[config.mk]
export PLATFORM = sky130hd
export DESIGN_NAME = mem_access_arbiter
export DESIGN_NICKNAME = d
export VERILOG_FILES = /design/src/rtl/sap3_mem_pkg.sv /design/src/rtl/rr_arbiter2.sv /design/src/rtl/mem_access_arbiter.sv
export SDC_FILE = /design/constraint.sdc
export NUM_CORES = 1
export LEC_CHECK = 0
export CAP_MARGIN = 25
export CORE_MARGIN = 4
export CORE_UTILIZATION = 45
export CTS_CLUSTER_SIZE = 28
export DETAILED_ROUTE_END_ITERATION = 12
export PLACE_DENSITY = 0.8
export SLEW_MARGIN = 20
export SYNTH_ARGS = -nofsm -noshare
export SYNTH_HDL_FRONTEND = slang
export SYNTH_SLANG_ARGS = --single-unit
[constraint.sdc]
create_clock -name clk -period 2.2 [get_ports clk]
set_clock_uncertainty 0.15 [all_clocks]
set_input_delay 0.44 -clock clk [delete_from_list [all_inputs] [get_ports clk]]
set_output_delay 0.44 -clock clk [all_outputs]
set_load 0.02 [all_outputs]
[src/rtl/sap3_mem_pkg.sv]
// Shared types and constants for the SAP-3 memory access arbiter.
// Port 0 is the CPU control unit, port 1 is the program loader / debug port.
package sap3_mem_pkg;

  typedef enum logic [1:0] {
    IDLE = 2'd0,
    ADDR = 2'd1,
    DATA = 2'd2,
    RESP = 2'd3
  } mem_arb_state_t;

  localparam int PORT_CPU      = 0;
  localparam int PORT_LDR      = 1;
  localparam int DEFAULT_DEPTH = 256;

  function automatic logic [1:0] portMask(input logic port);
    portMask = port ? 2'(1 << PORT_LDR) : 2'(1 << PORT_CPU);
  endfunction

endpackage

[src/rtl/rr_arbiter2.sv]
// Two-way request arbiter with a last-owner pointer; on a tie the port that was
// not served last wins, unless FIXED_PRIO forces port 0 to win every tie.
module rr_arbiter2 #(
  parameter bit FIXED_PRIO = 1'b0
) (
  input  logic       clk,
  input  logic       rst,
  input  logic [1:0] req,
  input  logic       grantEn,
  output logic       gntValid,
  output logic       gntIdx
);

  logic lastOwner_q;

  // Pointer starts at port 1 so that port 0 takes the first tie after reset.
  always_ff @(posedge clk or posedge rst) begin
    if (rst) begin
      lastOwner_q <= 1'b1;
    end else if (grantEn && gntValid) begin
      lastOwner_q <= gntIdx;
    end
  end

  always_comb begin
    gntValid = |req;
    gntIdx   = 1'b0;
    case (req)
      2'b10:   gntIdx = 1'b1;
      2'b11:   gntIdx = FIXED_PRIO ? 1'b0 : ~lastOwner_q;
      default: gntIdx = 1'b0;
    endcase
  end

endmodule

[src/rtl/mem_access_arbiter.sv]
// Grants the single-port MAR/RAM memory to one of two requesters and sequences
// each transaction as MAR load, then RAM write or read capture, then ack.
module mem_access_arbiter
  import sap3_mem_pkg::*;
#(
  parameter int ADDR_W     = 16,
  parameter int DATA_W     = 8,
  parameter int DEPTH      = DEFAULT_DEPTH,
  parameter bit FIXED_PRIO = 1'b0
) (
  input  logic              clk,
  input  logic              rst,
  input  logic [1:0]        req,
  input  logic [1:0]        we,
  input  logic [ADDR_W-1:0] addr0,
  input  logic [ADDR_W-1:0] addr1,
  input  logic [DATA_W-1:0] wdata0,
  input  logic [DATA_W-1:0] wdata1,
  output logic [1:0]        ack,
  output logic              err,
  output logic [DATA_W-1:0] rdata,
  output logic              busy,
  output logic              owner,
  output logic              mar_we,
  output logic              ram_we,
  output logic [ADDR_W-1:0] mem_bus,
  input  logic [DATA_W-1:0] mem_out
);

  localparam logic [ADDR_W:0] DEPTH_LIM = (ADDR_W + 1)'(DEPTH);

  mem_arb_state_t    state_q, state_d;
  logic              latchWe_q, latchWe_d;
  logic [ADDR_W-1:0] latchAddr_q, latchAddr_d;
  logic [DATA_W-1:0] latchWdata_q, latchWdata_d;
  logic              owner_q, owner_d;
  logic              errFlag_q, errFlag_d;
  logic              marWe_q, marWe_d;
  logic              ramWe_q, ramWe_d;
  logic [ADDR_W-1:0] memBus_q, memBus_d;
  logic [1:0]        ack_q, ack_d;
  logic              err_q, err_d;
  logic [DATA_W-1:0] rdata_q, rdata_d;

  logic              grantEn;
  logic              gntValid;
  logic              gntIdx;
  logic              take;
  logic [ADDR_W-1:0] selAddr;
  logic [DATA_W-1:0] selWdata;

  assign grantEn = (state_q == IDLE);

  rr_arbiter2 #(
    .FIXED_PRIO(FIXED_PRIO)
  ) uArb (
    .clk     (clk),
    .rst     (rst),
    .req     (req),
    .grantEn (grantEn),
    .gntValid(gntValid),
    .gntIdx  (gntIdx)
  );

  always_ff @(posedge clk or posedge rst) begin
    if (rst) begin
      state_q      <= IDLE;
      latchWe_q    <= 1'b0;
      latchAddr_q  <= '0;
      latchWdata_q <= '0;
      owner_q      <= 1'b0;
      errFlag_q    <= 1'b0;
      marWe_q      <= 1'b0;
      ramWe_q      <= 1'b0;
      memBus_q     <= '0;
      ack_q        <= 2'b00;
      err_q        <= 1'b0;
      rdata_q      <= '0;
    end else begin
      state_q      <= state_d;
      latchWe_q    <= latchWe_d;
      latchAddr_q  <= latchAddr_d;
      latchWdata_q <= latchWdata_d;
      owner_q      <= owner_d;
      errFlag_q    <= errFlag_d;
      marWe_q      <= marWe_d;
      ramWe_q      <= ramWe_d;
      memBus_q     <= memBus_d;
      ack_q        <= ack_d;
      err_q        <= err_d;
      rdata_q      <= rdata_d;
    end
  end

  always_comb begin
    state_d = state_q;
    case (state_q)
      IDLE:    state_d = gntValid ? ADDR : IDLE;
      ADDR:    state_d = DATA;
      DATA:    state_d = RESP;
      RESP:    state_d = IDLE;
      default: state_d = IDLE;
    endcase
  end

  // Strobes and bus are decoded from the next state and the next latch values,
  // so they are registered yet line up with the state they belong to.
  always_comb begin
    take     = (state_q == IDLE) && gntValid;
    selAddr  = gntIdx ? addr1 : addr0;
    selWdata = gntIdx ? wdata1 : wdata0;

    latchWe_d    = take ? we[gntIdx] : latchWe_q;
    latchAddr_d  = take ? selAddr : latchAddr_q;
    latchWdata_d = take ? selWdata : latchWdata_q;
    owner_d      = take ? gntIdx : owner_q;
    errFlag_d    = take ? ({1'b0, selAddr} >= DEPTH_LIM) : errFlag_q;

    marWe_d  = 1'b0;
    ramWe_d  = 1'b0;
    memBus_d = '0;
    ack_d    = 2'b00;
    err_d    = 1'b0;
    rdata_d  = rdata_q;

    case (state_d)
      ADDR: begin
        memBus_d = latchAddr_d;
        marWe_d  = ~errFlag_d;
      end
      DATA: begin
        if (!errFlag_d && latchWe_d) begin
          ramWe_d  = 1'b1;
          memBus_d = ADDR_W'(latchWdata_d);
        end
      end
      RESP: begin
        ack_d = portMask(owner_d);
        err_d = errFlag_d;
      end
      default: ;
    endcase

    // MAR was loaded at the end of ADDR, so mem_out is valid throughout DATA.
    if ((state_q == DATA) && !errFlag_q && !latchWe_q) begin
      rdata_d = mem_out;
    end
  end

  assign ack     = ack_q;
  assign err     = err_q;
  assign rdata   = rdata_q;
  assign busy    = (state_q != IDLE);
  assign owner   = owner_q;
  assign mar_we  = marWe_q;
  assign ram_we  = ramWe_q;
  assign mem_bus = memBus_q;

endmodule

==> results.ini <==
[synth]
netlist_top_cells_area = dfrtp_1 (54%), mux2i_1 (6.0%), mux2_2 (3.4%)
synth-async-reset-ratio_pct = 100.0
avgSynthCellArea_um2 = 11.46
synth_top_family_by_area = compound AO/OA/AOI/OAI gates
synthMuxAreaShare_pct = 9.368
synth_top_area_share_pct = 54.33
synth_compound_area_share_pct = 16.49
synth-seq-cells = 59
ys_seq_area_share_pct = 55.32
ys_types = 36
synthFlopType = dfrtp_1
synth_fa_ha_area_share_pct = 2.342
yosysTopAreaCell = dfrtp_1
syn_nets = 300
syn_area_um2 = 2671
yosys_warnings = 0
yosys.area_share.simple_pct = 12.18
synth_edf_count = 0
synth_xor_area_share_pct = 0
netlist_instances = 233

[critical_path]
reg2reg_to = mem_bus[1]$_DFF_PP0_
crit_start = state_q[0]$_DFF_PP0_
cp_slowest_cell = dfrtp_1
crit_path_max_fanout = 7
critPathCaptureType = output port
rrSetupSlack_ps = 190
required_ps = 1610
worstPathCellList = inv_1, ha_2, inv_1, dlygate4sd2_1
reg2reg_from = state_q[1]$_DFF_PP0_
reg2reg_depth = 7
arrival_ps = 1500
start_kind = flop
cp_slowest_stage_delay_ps = 380
path_class = flop to output port
critPathMostFrequentCell = inv_1

[power_and_ir_drop]
vdd_ir_drop_max_mv = 0.8113
cellPowerDensity_nw_per_um2 = 1175
power_leakage_nw = 1.799
power_mw = 4.758

[timing]
post-route-min-period_ps = 2085
final-hold-violation-count = 0
setup_viol = 0
hold-worst-slack_ps = 185.9
post-route-period-util_pct = 94.79
fmax_mhz = 479.6
worst_pin_slew_ps = 424.0
slew_violations = 0
relSlewSlack_pct = 71.73
rsz0062_at_grt = false

[global_route]
grt_antenna_before_repair = 0
grt_max_degree = 51
grt_pass1_wl_um = 10640
grt.overflow.total = 0
grt_usage_pct = 18.74
grt_pass1_vias = 2226

[clock_network]
numCtsBuffers = 9
clk_path_buf_depth = 2
clock-sinks = 59
clkSlewWorstSetupHoldPaths_ps = 70
h-tree-depth = 3
clock_latency_ps = 340
cts_tree = built
root_buffer = clkbuf_8

[routing]
first_pass_iters = 5
drcViolationCount = 0
wl_per_cell_um = 15.34
wirelength_um = 6472
ant_nets = 0
vias = 2146
vias_per_cell = 5.085
drtIter0Drc = 81

[run]
drv_cap = 0

[placement]
hpwl_um = 4647
placed_cells = 405
io_buffer_count = 92
gp_congestion = 0.8563

[floorplanning]
core_um2 = 5642
die_height_um = 85.05
rows = 27
ios = 93
dieArea_um2 = 7233
start_util_pct = 47.35
fp.dieW_um = 85.05

[finish]
area_delta_synth_final_pct = 51.57
drive_gt1_share_pct = 16.29
final_cell_count_no_fill = 422
diodes = 0
nets = 412

[outcome]
status = completed

[min_path]
hp-class = primary input to asynchronous set/reset pin

## cell usage in the layout (no fill, tap or decap), drive strengths merged, types with 2 or more instances in the layout
master         instances
a211o                  9
a21oi                  9
a31oi                  7
and2                   3
buf                   20
bufinv                 2
clkbuf                12
clkdlybuf4s50         91
dfrtp                 58
ha                     5
inv                   13
mux2                   8
mux2i                 16
nand2                 24
nand2b                 2
nor2                  22
nor2b                  8
nor3                   4
nor4                   2
o21a                  10
o31ai                  8
## state kept, by name (all words and copies together) (netlist names)
signal            flops
latchAddr_q          16
state_q               2
ack                   2
mar_we                1
latchWdata_q          8
mem_bus              16
err                   1
errFlag_q             1
owner                 1
latchWe_q             1
ram_we                1
uArb.lastOwner_q      1
rdata                 8
## Yosys cell counts, types with 3 or more instances
| master | count |
|---|---|
| o31ai_1 | 8 |
| clkbuf_1 | 4 |
| mux2_2 | 8 |
| nor3_1 | 4 |
| and2_1 | 3 |
| nor2_1 | 22 |
| nor2b_1 | 8 |
| o21a_1 | 10 |
| a21oi_1 | 9 |
| mux2i_1 | 16 |
| dfrtp_1 | 58 |
| nand2_1 | 24 |
| a211o_1 | 9 |
| a31oi_1 | 7 |
| ha_1 | 5 |
| inv_1 | 13 |
## through the flow
stage          setup TNS [ps]  instance area (um^2)  util, %  setup WS, ps
2_1_floorplan               0                  2671        -         155.3
3_3_place_gp            -2173                  3796    67.29        -173.1
3_5_place_dp            -4279                  3796    67.29        -278.7
4_1_cts                     0                  4025    71.35         78.53
5_1_grt                     0                  4049    71.77         35.80
6_report                    0                  4049    71.77         114.7
## worst max-delay path by stage
stage	slack [ps]	endpoint	cells after the start
after floorplan	160	ack[0]$_DFF_PP0_	1
after global placement	-170	mem_bus[4]$_DFF_PP0_	5
after detailed placement	-280	mem_bus[6]$_DFF_PP0_	5
after CTS	80	mem_bus[1]$_DFF_PP0_	6
after global routing	40	busy	4
final	110	busy	4
## power by group
group / internal (mW) / leakage, nW / switching [mW]
registers: 1.47 / 0.717 / 0.130
clock network: 0.698 / 0.113 / 0.432
logic: 0.974 / 0.969 / 1.05
## routing by layer
| metal | share of wire [%] | wire (um) | vias to the layer above | track usage (%) |
|---|---|---|---|---|
| met3 | 7.7 | 497 | 15 | 5.437 |
| met1 | 42 | 2688 | 1013 | 23.14 |
| li1 | - | - | 1035 | - |
| met4 | 2.1 | 138 | 0 | 7.482 |
| met2 | 49 | 3147 | 83 | 30.86 |
| met5 | 0 | 0 | - | 0 |
## worst max-delay path: cells and delay by family (launching register included)
kind / cells / cell delay (ps)
adders and majority gates: 1 / 280
buffers and inverters: 3 / 510
DFF: 1 / 380
## cell families (layout without fill, tap and decap cells)
kind of cell    after synthesis  count (layout)
flops                        59              59
compound gates               52              52
buf+inv                      24             141
simple gates                 69              69
fa+ha+maj                     5               5
mux                          24              24
## area by class of cell
type / instances / area [um^2]
Clock inverter: 4 / 72.57
Clock buffer: 12 / 155.1
Tap cell: 72 / 90.09
Timing Repair Buffer: 112 / 1124
Inverter: 13 / 48.80
Multi-Input combinational cell: 150 / 1081
Fill cell: 404 / 1593
Sequential cell: 59 / 1478
## what timing repair did
item	4_1_cts	5_1_grt
cloned	0	0
hold buffers	0	0
buffers inserted	0	1
pin swaps	0	1
setup endpoints to repair	1	8
gates resized for setup	2	1
(Power assumes the default switching activity.)
